--- src/rtl/dff_pipe.sv ---
// dff_pipe: DEPTH-stage, N-bit register delay line with a valid bit per stage, stall (en) and flush.
// Latency: exactly DEPTH enabled edges from d/d_valid to q/q_valid; edges with en=0 do not count.
// Backpressure: en=0 freezes every stage; there is no ready output, so upstream must honour the stall itself.
// Optional build macro DFF_PIPE_OCCUPANCY_EN adds a registered occ output (count of valid stages).
module dff_pipe #(
  parameter int              N       = 5,
  parameter int              DEPTH   = 4,
  parameter logic [N-1:0]    RST_VAL = '0
) (
  input  logic         clk,
  input  logic         rst,
  input  logic         en,
  input  logic         flush,
  input  logic [N-1:0] d,
  input  logic         d_valid,
  output logic [N-1:0] q,
  output logic         q_valid,
  output logic         busy
`ifdef DFF_PIPE_OCCUPANCY_EN
  ,
  output logic [$clog2(DEPTH+1)-1:0] occ
`endif
);

  // Data and valid live in separate registers because flush touches only the valid bits.
  logic [N-1:0]     stage_q [DEPTH];
  logic [DEPTH-1:0] valid_q;

  // Data stages: reset to RST_VAL, shift on an enabled edge, hold on flush or stall.
  // Data is captured whether or not d_valid is set; the valid bit marks bubbles.
  always_ff @(posedge clk) begin
    if (rst) begin
      for (int i = 0; i < DEPTH; i++) begin
        stage_q[i] <= RST_VAL;
      end
    end else if (!flush && en) begin
      stage_q[0] <= d;
      for (int i = 1; i < DEPTH; i++) begin
        stage_q[i] <= stage_q[i-1];
      end
    end
  end

  // Valid stages: cleared by reset or flush (flush drops the incoming sample), shifted when enabled.
  always_ff @(posedge clk) begin
    if (rst || flush) begin
      valid_q <= '0;
    end else if (en) begin
      valid_q[0] <= d_valid;
      for (int i = 1; i < DEPTH; i++) begin
        valid_q[i] <= valid_q[i-1];
      end
    end
  end

  // Outputs come straight from the last stage; busy depends on registers only.
  always_comb begin
    q       = stage_q[DEPTH-1];
    q_valid = valid_q[DEPTH-1];
    busy    = |valid_q;
  end

`ifdef DFF_PIPE_OCCUPANCY_EN
  localparam int OCC_W = $clog2(DEPTH+1);

  logic [OCC_W-1:0] occ_q;

  // Occupancy tracks the popcount of valid_q: +1 for a valid sample entering, -1 for one leaving.
  // Both happen on the same enabled edge, so the count stays within 0..DEPTH.
  always_ff @(posedge clk) begin
    if (rst || flush) begin
      occ_q <= '0;
    end else if (en) begin
      occ_q <= occ_q + OCC_W'(d_valid) - OCC_W'(valid_q[DEPTH-1]);
    end
  end

  assign occ = occ_q;
`endif

endmodule

--- config.mk ---
export PLATFORM = sky130hd
export DESIGN_NAME = dff_pipe
export DESIGN_NICKNAME = d
export VERILOG_FILES = /design/src/rtl/dff_pipe.sv
export SDC_FILE = /design/constraint.sdc
export NUM_CORES = 1
export LEC_CHECK = 0
export CORE_UTILIZATION = 53
export DETAILED_ROUTE_END_ITERATION = 10
export PLACE_DENSITY = 0.89
export RECOVER_POWER = 100
export SYNTH_ARGS = -nofsm -noshare
export SYNTH_HDL_FRONTEND = slang
export SYNTH_SLANG_ARGS = --single-unit
--- constraint.sdc ---
create_clock -name clk -period 3.3 [get_ports clk]
set_clock_uncertainty 0.15 [all_clocks]
set_input_delay 0.66 -clock clk [delete_from_list [all_inputs] [get_ports clk]]
set_output_delay 0.66 -clock clk [all_outputs]
set_load 0.01 [all_outputs]
Word-level counts from Yosys, hierarchy flattened
Memories as Yosys holds them, arrays and structs flattened.
Index checks and enable logic that the tools add are counted.
{"block": "word_totals", "ff_bits": 4, "latchBits": 0, "ram_bits": 20, "rom_bits": 0, "inputBits": 10, "output_inout_bits": 7, "word_cells": 19, "memories": 1}
{"block": "classes", "addsub": 0, "mul": 0, "n_div": 0, "magnitude_cmp": 0, "eq_ne": 0, "n_shift": 0, "muxes": 9, "bitwise": 4, "n_reduce_logical": 4}
{"memory": "stage_q", "depth": 4, "width": 5, "rd": 4, "rd_clocked_by_memory_dff": 0, "wr": 4, "line": "26", "text": "logic [N-1:0] stage_q [DEPTH];"}
{"cell": "$mux W5", "count": 4}
{"cell": "$mux W1", "count": 5}
{"cell": "$or A1 B1 Y1", "count": 4}
{"cell": "$reduce_or A4 Y1", "count": 1}
{"cell": "$logic_and A1 B1 Y1", "count": 1}
{"cell": "$logic_not A1 Y1", "count": 1}
{"cell": "$logic_or A1 B1 Y1", "count": 1}

Longest topological paths before layout
{"block": "depth", "ltp_word": 6, "depth_mapped": 4, "depth_no_buf": 2}

Worst setup path before layout
Ideal clock, no wire load.
{"block": "synth_path", "path_kind": "reg2out", "start": "reg valid_q[3]", "end": "out busy", "arrival_ps": 885, "required_ps": 2490, "path_slack_ps": 1605, "path_stages_with_launch": 2, "n_path_buf": 0, "path_cell_list": "dfxtp_1 > or4_1"}
{"block": "synth_via", "elab_chain_cells": 1}
{"element": "start, declared", "line": "27", "text": "logic [DEPTH-1:0] valid_q;"}
{"element": "start signal, assigned by index", "line": "51", "text": "valid_q[i] <= valid_q[i-1];"}
{"element": "$reduce_or A4 Y1", "line": "60", "text": "busy = |valid_q;"}
{"element": "end, declared", "line": "18", "text": "output logic busy"}
No other way between the ends.

Final worst setup path
{"block": "layout_path", "start": "reg valid_q[0]", "end": "out busy"}
Same word-level chain as after synthesis.

==> impl_metrics.ini <==
[outcome]
status = finished, final reports clean

[yosys]
synth_xor_area_frac = 0
ys_ff_latch = 24
synthCells = 59
syn_avg_cell_area_um2 = 16.18
synth_top_family_by_area = simple AND/OR/NAND/NOR gates
synth_area_leaders = edfxtp_1 63%, and2_2 10%, dfxtp_1 8.4%, and2_1 4.6%, mux2i_1 4.2%
synthesis.area_um2 = 954.7
synth_compound_area_frac = 0.009174
synth.area.mux_share = 0.04194
synth_adder_area_share = 0
synth-seq-area-share = 0.7130
synthSimpleGateAreaFrac = 0.1966
synth_fp_nets = 69
yosys.area.top_type = edfxtp_1
synth.distinct_cells = 11
ys_warn_count = 0
synth_top_area_share = 0.6291

[floorplanning]
ios = 17
die_area_um2 = 1975
chipHeight_um = 44.44
die_w_um = 44.44
initial_core_util = 0.5989
core_um2 = 1594
placementRows = 14

[grt]
grt_start_max_net_pins = 21
track_usage = 0.1299
grt_overflow = 0
grt_antenna_before_repair = 0
grt_pass1_vias = 433
grt_pass1_wl_um = 1787

[layout]
final_cell_area_um2 = 1136
final_common_cell = edfxtp_1
multi_input_area_um2 = 235.2
layout.cells.non_filler = 100
mostFrequentLayoutCells = 20 x edfxtp_1, 13 x and2_2, 8 x clkdlybuf4s50_1, 8 x dlygate4sd3_1, 5 x and2_1
fill_cells = 106
nets = 87
area_growth_pct = 19.00
final_util = 0.7127
seq_area_um2 = 680.7
diodes = 0
drive_gt1_frac = 0.2237

[setup_path]
critical_path_arrival_ps = 1740
cp-end-kind = output pin
r2r_cells = 1
cp-start-kind = flop
path_cells = or4_1 > dlygate4sd3_1
required_ps = 2490
crit_buf_inv = 1
crit_type = flop to output pin
cpMaxStageDelayCell = dlygate4sd3_1
worst-r2r-setup-slack_ps = 2350
critPathMaxStageDelay_ps = 610
r2r-start = stage_q[1][4]
path_max_fanout = 3
crit_family = buffers and inverters
r2r-end = stage_q[2][4]

[timing]
fin_crit_sh = 0.7728
worst_slack_ps = 749.9
setup_viol = 0
hold_ws_ps = 391.3
fin_setup_tns_ps = 0
rsz0062_at_grt = no
drv_slew = 0
fmax_mhz = 392.1
max_slew_margin = 0.4930
final-hold-violation-count = 0
period_needed_ps = 2550
worst_slew_pin_slew_ps = 760.5

[hold_path]
holdCritPathClass = flop to flop
worstHoldPathCells = 1
hold_end = stage_q[3][3]
holdCritStartpoint = stage_q[2][3]

[place]
dp.cells = 96
gp_congestion = 0.6732
portBuffers = 16
placed_cell_area_um2 = 1111
place_worst_setup_slack_ps = 925.6
dpl.hpwl_um = 748.9

[routing]
drt_first_pass_iters = 3
antenna_left = 0
via_count = 471
drc = 0
dr.first_iter.drc_count = 2
vias_per_cell = 4.710
drt-total-wl_um = 1105
avgRoutedWirePerCell_um = 11.05

[power_and_ir_drop]
p_total_uw = 509.5
cellLeakagePower_nw = 0.4497
power_per_cell_area_nw_per_um2 = 448.5
ir_drop_uv = 284.1

[clocking]
cts_resized = 0
clkTransAtPathRegs_ps = 120
post_cts_buffers = 0
hold_buffers = 0
cts_tree = done
cts_sinks = 24
cts-root-buf = clkbuf_4
htreeDepth = 1
cts.path.max_buffers = 2
cts_buffers = 3
clkLatencyLatePin_ps = 300

[run]
cap_violations = 0
## worst max-delay path by stage
stage | startpoint | endpoint | slack (ps) | cells after the start
finish | valid_q[0] | busy | 750 | 2
global route | valid_q[0] | busy | 690 | 2
CTS | valid_q[0] | busy | 850 | 2
detailed placement | en | stage_q[0][1] | 930 | 3
global placement | en | stage_q[1][4] | 980 | 3
floorplan | valid_q[3] | busy | 1600 | 1
## kinds of logic (layout without fill, tap and decap cells)
family,after synthesis,after routing
AO/OA/AOI/OAI,1,1
buffers and inverters,4,21
AND/OR/NAND/NOR,26,26
flip-flops,24,24
multiplexers,4,4
## sequential cells by signal, indices dropped and copies added, names as in the netlist
signal / count
valid_q: 4
stage_q: 20
## cells in the mapped netlist
cell type  instances
edfxtp_1          20
and2_2            13
and2_1             7
dfxtp_1            4
mux2i_1            4
nor3_1             4
buf_6              3
a21o_2             1
inv_1              1
nor3b_4            1
or4_1              1
## where the power goes
group	total (mW)	leakage (nW)	internal, mW	switching, mW
combinational	0.0379	0.190	0.0207	0.0172
sequential	0.349	0.244	0.345	0.00363
clock	0.123	0.0154	0.0440	0.0788
## per-layer routing
metal / part of all wire / global-route usage
met1: 0.49 / 0.1630
met2: 0.46 / 0.2029
met3: 0.025 / 0.02449
met4: 0.019 / 0.09091
met5: 0 / 0
## cell type report
class,instances,area share
Clock inverter,1,0.003304
Clock buffer,3,0.01982
Tap cell,24,0.02643
Multi-Input combinational cell,31,0.2070
Inverter,1,0.003304
Timing Repair Buffer,16,0.1410
Sequential cell,24,0.5991
Note: power is estimated with default switching activity, not from simulation.
